`src/rtl/div_issue_ctrl.sv`:
```
// EX-stage issue controller for the iterative divider: latches operands, holds start,
// stalls the pipe, and owns the HI/LO registers. Define HILO_BYPASS_EN to forward same-cycle HI/LO writes.
module div_issue_ctrl #(
    parameter int DATA_W = 32
) (
    input  logic                  clk,
    input  logic                  rst_n,
    input  logic                  ex_div_valid_in,
    input  logic                  ex_div_signed_in,
    input  logic [DATA_W-1:0]     ex_op1_in,
    input  logic [DATA_W-1:0]     ex_op2_in,
    input  logic                  flush_in,
    input  logic                  mthi_we_in,
    input  logic                  mtlo_we_in,
    input  logic [DATA_W-1:0]     mt_data_in,
    input  logic                  div_ready_in,
    input  logic [2*DATA_W-1:0]   div_res_in,
    output logic                  div_start_out,
    output logic                  div_cancel_out,
    output logic                  div_signed_out,
    output logic [DATA_W-1:0]     div_dived_out,
    output logic [DATA_W-1:0]     div_div_out,
    output logic                  stall_req_out,
    output logic [DATA_W-1:0]     hi_out,
    output logic [DATA_W-1:0]     lo_out,
    output logic [1:0]            dbg_state_out
);

    typedef enum logic [1:0] {
        S_IDLE = 2'd0,
        S_BUSY = 2'd1,
        S_DONE = 2'd2
    } state_t;

    state_t              r_state;
    state_t              w_state_nxt;
    logic                r_start;
    logic                w_start_nxt;
    logic                r_cancel;
    logic                w_cancel_nxt;
    logic                r_signed;
    logic                w_signed_nxt;
    logic [DATA_W-1:0]   r_dived;
    logic [DATA_W-1:0]   w_dived_nxt;
    logic [DATA_W-1:0]   r_div;
    logic [DATA_W-1:0]   w_div_nxt;
    logic [DATA_W-1:0]   r_hi;
    logic [DATA_W-1:0]   w_hi_nxt;
    logic [DATA_W-1:0]   r_lo;
    logic [DATA_W-1:0]   w_lo_nxt;
    logic                w_stall;
    logic                w_capture;

    always_ff @(posedge clk or negedge rst_n) begin
        if (!rst_n) begin
            r_state  <= S_IDLE;
            r_start  <= 1'b0;
            r_cancel <= 1'b0;
            r_signed <= 1'b0;
            r_dived  <= '0;
            r_div    <= '0;
            r_hi     <= '0;
            r_lo     <= '0;
        end else begin
            r_state  <= w_state_nxt;
            r_start  <= w_start_nxt;
            r_cancel <= w_cancel_nxt;
            r_signed <= w_signed_nxt;
            r_dived  <= w_dived_nxt;
            r_div    <= w_div_nxt;
            r_hi     <= w_hi_nxt;
            r_lo     <= w_lo_nxt;
        end
    end

    always_comb begin
        w_state_nxt  = r_state;
        w_start_nxt  = r_start;
        w_cancel_nxt = 1'b0;
        w_signed_nxt = r_signed;
        w_dived_nxt  = r_dived;
        w_div_nxt    = r_div;
        w_hi_nxt     = r_hi;
        w_lo_nxt     = r_lo;
        w_stall      = 1'b0;
        w_capture    = 1'b0;

        case (r_state)
            S_IDLE: begin
                if (ex_div_valid_in && !flush_in) begin
                    w_dived_nxt  = ex_op1_in;
                    w_div_nxt    = ex_op2_in;
                    w_signed_nxt = ex_div_signed_in;
                    w_start_nxt  = 1'b1;
                    w_stall      = 1'b1;
                    w_state_nxt  = S_BUSY;
                end
            end
            S_BUSY: begin
                w_stall = 1'b1;
                // Flush wins over a same-cycle result: the killed div must not touch HI/LO.
                if (flush_in) begin
                    w_cancel_nxt = 1'b1;
                    w_start_nxt  = 1'b0;
                    w_state_nxt  = S_IDLE;
                end else if (div_ready_in) begin
                    w_capture   = 1'b1;
                    w_stall     = 1'b0;
                    w_hi_nxt    = div_res_in[2*DATA_W-1:DATA_W];
                    w_lo_nxt    = div_res_in[DATA_W-1:0];
                    w_start_nxt = 1'b0;
                    w_state_nxt = S_DONE;
                end
            end
            S_DONE: begin
                // A div arriving here waits one cycle so the divider sees start low first.
                w_start_nxt = 1'b0;
                w_stall     = ex_div_valid_in;
                w_state_nxt = S_IDLE;
            end
            default: begin
                w_start_nxt = 1'b0;
                w_state_nxt = S_IDLE;
            end
        endcase

        if (!w_capture && !flush_in) begin
            if (mthi_we_in) w_hi_nxt = mt_data_in;
            if (mtlo_we_in) w_lo_nxt = mt_data_in;
        end
    end

    assign div_start_out  = r_start;
    assign div_cancel_out = r_cancel;
    assign div_signed_out = r_signed;
    assign div_dived_out  = r_dived;
    assign div_div_out    = r_div;
    assign stall_req_out  = w_stall;
    assign dbg_state_out  = r_state;

`ifdef HILO_BYPASS_EN
    assign hi_out = w_hi_nxt;
    assign lo_out = w_lo_nxt;
`else
    assign hi_out = r_hi;
    assign lo_out = r_lo;
`endif

endmodule

```
`config.mk`:
```
export PLATFORM = sky130hd
export DESIGN_NAME = div_issue_ctrl
export DESIGN_NICKNAME = d
export VERILOG_FILES = /design/src/rtl/div_issue_ctrl.sv
export SDC_FILE = /design/constraint.sdc
export NUM_CORES = 1
export LEC_CHECK = 0
export ABC_AREA = 1
export BUFFER_PORTS_ARGS = -buffer_cell sky130_fd_sc_hd__buf_2
export CORE_ASPECT_RATIO = 0.75
export CORE_MARGIN = 2
export CORE_UTILIZATION = 30
export DETAILED_ROUTE_END_ITERATION = 7
export GPL_TIMING_DRIVEN = 0
export PLACE_DENSITY = 0.56
export SLEW_MARGIN = 25
export SYNTH_ARGS = -nofsm -noshare
export SYNTH_HDL_FRONTEND = slang
export SYNTH_SLANG_ARGS = --single-unit
```
`constraint.sdc`:
```
create_clock -name clk -period 1.4 [get_ports clk]
set_clock_uncertainty 0.2 [all_clocks]
set_input_delay 0.28 -clock clk [delete_from_list [all_inputs] [get_ports clk]]
set_output_delay 0.28 -clock clk [all_outputs]
set_load 0.005 [all_outputs]
```
Yosys cells after proc, flatten, opt, wreduce, memory -nomap -nowiden:

Index checks and enable logic that the tools add are counted.
W data, S select, Z words.

* flip-flop bits (word level): 133
* input port bits: 168
* word-level logic and storage cells: 46

* equality and inequality tests: 4
* muxes and demuxes: 27
* reduce and logical (&&, ||, !) cells: 7

Operators with widths (count)
* $mux W32: 10
* $mux W1: 11
* $mux W2: 3
* $pmux W2 S2: 1
* $reduce_and A2 Y1: 2
* $ne A3 B3 Y1 const B: 1
* $pmux W1 S3: 1
* $eq A2 B1 Y1 const B: 1
* $eq A2 B2 Y1 const B: 1
* $logic_and A1 B1 Y1: 2
* $logic_not A1 Y1: 2
* $logic_not A2 Y1: 1
* $ne A2 B2 Y1 const B: 1
* $pmux W1 S2: 1

Longest topological paths before layout:

* word-level depth: 6
* gate-level depth with buffers: 9
* gate-level depth less buffers: 7

Worst setup path before layout:

No wires, ideal clock.

* kind: register -> output
* from: register r_state[0] (netlist: dbg_state_out[0])
* to: output port stall_req_out
* setup slack: -0.119 ns
* data arrival time: 1.039 ns
* stages on the path, launching flop included: 5
* path through: dfrtp_1 -> nor2_1 -> nand2_1 -> clkbuf_1 -> o211ai_1

* longest elaborated chain between the ends: 2
* elaborated cells between the ends (all ways): 4
* those cells by class: eq/ne (2); mux (1); reduce/logical (1)

RTL lines
* start: declaration: RTL line 35 `state_t r_state;`
* start signal: assignment: RTL line 65 `r_state <= w_state_nxt;`
* $eq A2 B2 Y1 (tied with other cells): RTL line 88 `case (r_state)`
* $pmux W1 S3 (*): RTL line 88
* end: declaration: RTL line 23 `output logic stall_req_out,`

Mark *: on every way between the ends. The rest lies on a longest branch, timed or not.

Worst setup path after layout:

* from: register r_state[1] (netlist: dbg_state_out[1])
* to: output port stall_req_out

Same word-level chain as after synthesis.

==> flow_summary.toml <==
[synthesis]
yosys_warnings = 0
avgSynthCellArea_um2 = 7.76
synthDistinctLibCells = 13
async_flop_share = 1.00
synth_area_leaders = "dfrtp_1 (53%), nand2_1 (23%), nand3_1 (11%), nand4_1 (6.4%), buf_2 (3.7%)"
synth_cells = 804
syn_area_um2 = 6240
yosysMostFrequentCell = "nand2_1"
yosysTopAreaCellShare = 0.533
syn_nets = 972
synth.top_cells.by_count = "nand2_1 (389), dfrtp_1 (133), nand3_1 (133), nand4_1 (64), buf_2 (46)"
ys_seq_elements = 133
synth_edf_count = 0
synth_top_flop_cell = "dfrtp_1"
yosysTopAreaCell = "dfrtp_1"
yosysSeqAreaShare = 0.533

[critical_path]
critPathSlowestCell = "dfrtp_2"
crit_arrival_ns = 1.53
max_stage_delay_ns = 0.46
worstPathMaxFanout = 4
start_kind = "flop"
path_cells = "nor2_4 -> nand2_2 -> buf_8 -> o211ai_1 -> buf_2"
cp_data_required_time_ns = 0.92
worstSetupPathType = "flop to primary output"
cp-end-kind = "primary output"

[final_layout]
num_antenna_cells = 0
fin_util = 0.567
num-nets-final = 1518
nFillCells = 1806
drive_gt1_frac = 0.367
fin_area_um2 = 11500
syn_to_final_growth_pct = 84.6

[power_and_ir_drop]
p_clk_frac = 0.348
power_leakage_uw = 0.00636
p_sw_frac = 0.309
p_switching_uw = 4100
p_per_area_nw_per_um2 = 1150
total_power_uw = 13300
p_seq_frac = 0.368
ir_drop_uv = 624
p_int_uw = 9170
p_comb_frac = 0.284

[die]
core_area_um2 = 20300
die_area_um2 = 22000
std_cell_rows = 45
initial_core_util = 0.307
die_width_um = 171
ios = 302
die_h_um = 129

[place]
dp_hpwl_um = 17800
place.gp.congestion = 0.815
io_buffers = 299
dpl_cell_area_um2 = 8220

[grt]
grt_overflow = 0
grt_pass1_wl_um = 40500
antenna_found_initial = 0
grt_usage = 0.241
grt_pass1_vias = 7293
grt_start_max_net_pins = 85

[drt]
num_vias = 7681
drt-total-wl_um = 27500
post-route-drc-count = 0
drt_iter0_markers = 522
routed_via_density = 4.67
first_pass_iters = 4
ant_nets = 0
wire_per_inst_um = 16.7

[timing]
fin_crit_sh = 1.44
hold_violations = 0
drv_slew = 0
tns_ns = -41.85
finalSetupViolCount = 262
slew_headroom = 0.607
fin_ws_ns = -0.613
worst_pin_slew_ns = 0.590
layout_min_cycle_time_ns = 2.01
max_freq_mhz = 497
rsz0062_at_grt = "true"

[clock_network]
cts.sinks = 133
path_clk_slew_ns = 0.06
cts_buffers = 17
cts_max_level = 4
cts-root-buf = "clkbuf_16"
cts_tree = "yes"
clk_latency_ns = 0.42
cts.path.max_buffers = 2

[status]
status = "finished, violations left"
failed_checks = "negative setup slack"

[hold_path]
hp-class = "primary input to flop"

[run]
max-cap-violations = 0
metal layers:
metal	routed length, um	global-route usage
met1	13100	0.343
met3	1310	0.0461
met5	0	0
met4	659	0.0779
met2	12400	0.370
final cells by class:
class | instances | area (um^2) | area share
clock buffers | 18 | 429 | 0.0373
clock inverters | 14 | 165 | 0.0143
multi-input cells | 594 | 2700 | 0.234
repair buffers | 527 | 3930 | 0.341
inverters | 7 | 28.8 | 0.00250
well taps | 282 | 353 | 0.0306
plain buffers | 70 | 588 | 0.0510
flip-flops and latches | 133 | 3330 | 0.289
layout by cell type (no fill, tap or decap), types with 19 or more instances in the layout:
cell / count
nand2_1: 355
clkbuf_16: 19
nand2_2: 33
buf_2: 306
nand4_1: 64
dfrtp_1: 132
dlygate4sd3_1: 158
nand3_1: 128
buf_6: 20
buf_4: 63
power groups by stage:
stage	combinational (uW)	sequential, uW	clock (uW)
2_1_floorplan	1130	4970	0
3_3_place_gp	2590	4910	0
3_5_place_dp	2640	4910	0
4_1_cts	3330	4890	4710
5_1_grt	4160	4950	4870
6_report	3770	4880	4620
cell families after synthesis:
family / count (synthesis) / share of synthesized area
simple gates: 591 / 0.408
flops: 133 / 0.533
buf+inv: 77 / 0.0555
compound gates: 3 / 0.00281
timing repair:
item                                    in CTS  in global routing
hold buffers                               158                  0
gates resized for setup                     98                 27
pin swaps                                    7                  8
setup buffers                               17                 44
hold endpoints to repair                   178                  0
gates cloned                                 8                  2
endpoints found under the setup margin     266                348
worst max-delay path, delay by kind of cell, from the launching register on:
family	cells	cell delay, ns
flip-flops	1	0.46
buffers and inverters	2	0.32
AND/OR/NAND/NOR	2	0.25
AO/OA/AOI/OAI	1	0.09
state kept, by name, summed over array words and instances, names as in the netlist:
register	cells
lo_out	32
div_signed_out	1
div_cancel_out	1
hi_out	32
div_start_out	1
div_div_out	32
div_dived_out	32
dbg_state_out	2
per-stage QoR:
stage / cells / worst slack, ns / hold WS [ns]
finish: 1645 / -0.613 / 0.0168
detailed placement: 1386 / -0.529 / 0.0228
global route: 1645 / -0.681 / 0.00433
floorplan: 804 / -0.0393 / -0.216
global placement: 1385 / -2.21 / 0.250
CTS: 1600 / -0.617 / 0.000771
worst paths after layout:
check | startpoint | end | slack, ns | cells past startpoint
max | dbg_state_out[1] | stall_req_out | -0.61 | 5
min | div_res_in[35] | hi_out[3] | 0.02 | 5
max reg2reg | dbg_state_out[0] | lo_out[22] | -0.43 | 10
min reg2reg | div_div_out[3] | div_div_out[3] | 0.26 | 2
max in group asynchronous | rst_n | lo_out[23] | 0.17 | 3
min in group asynchronous | rst_n | div_div_out[14] | 0.15 | 2
Power figures use the tool's default switching activity.
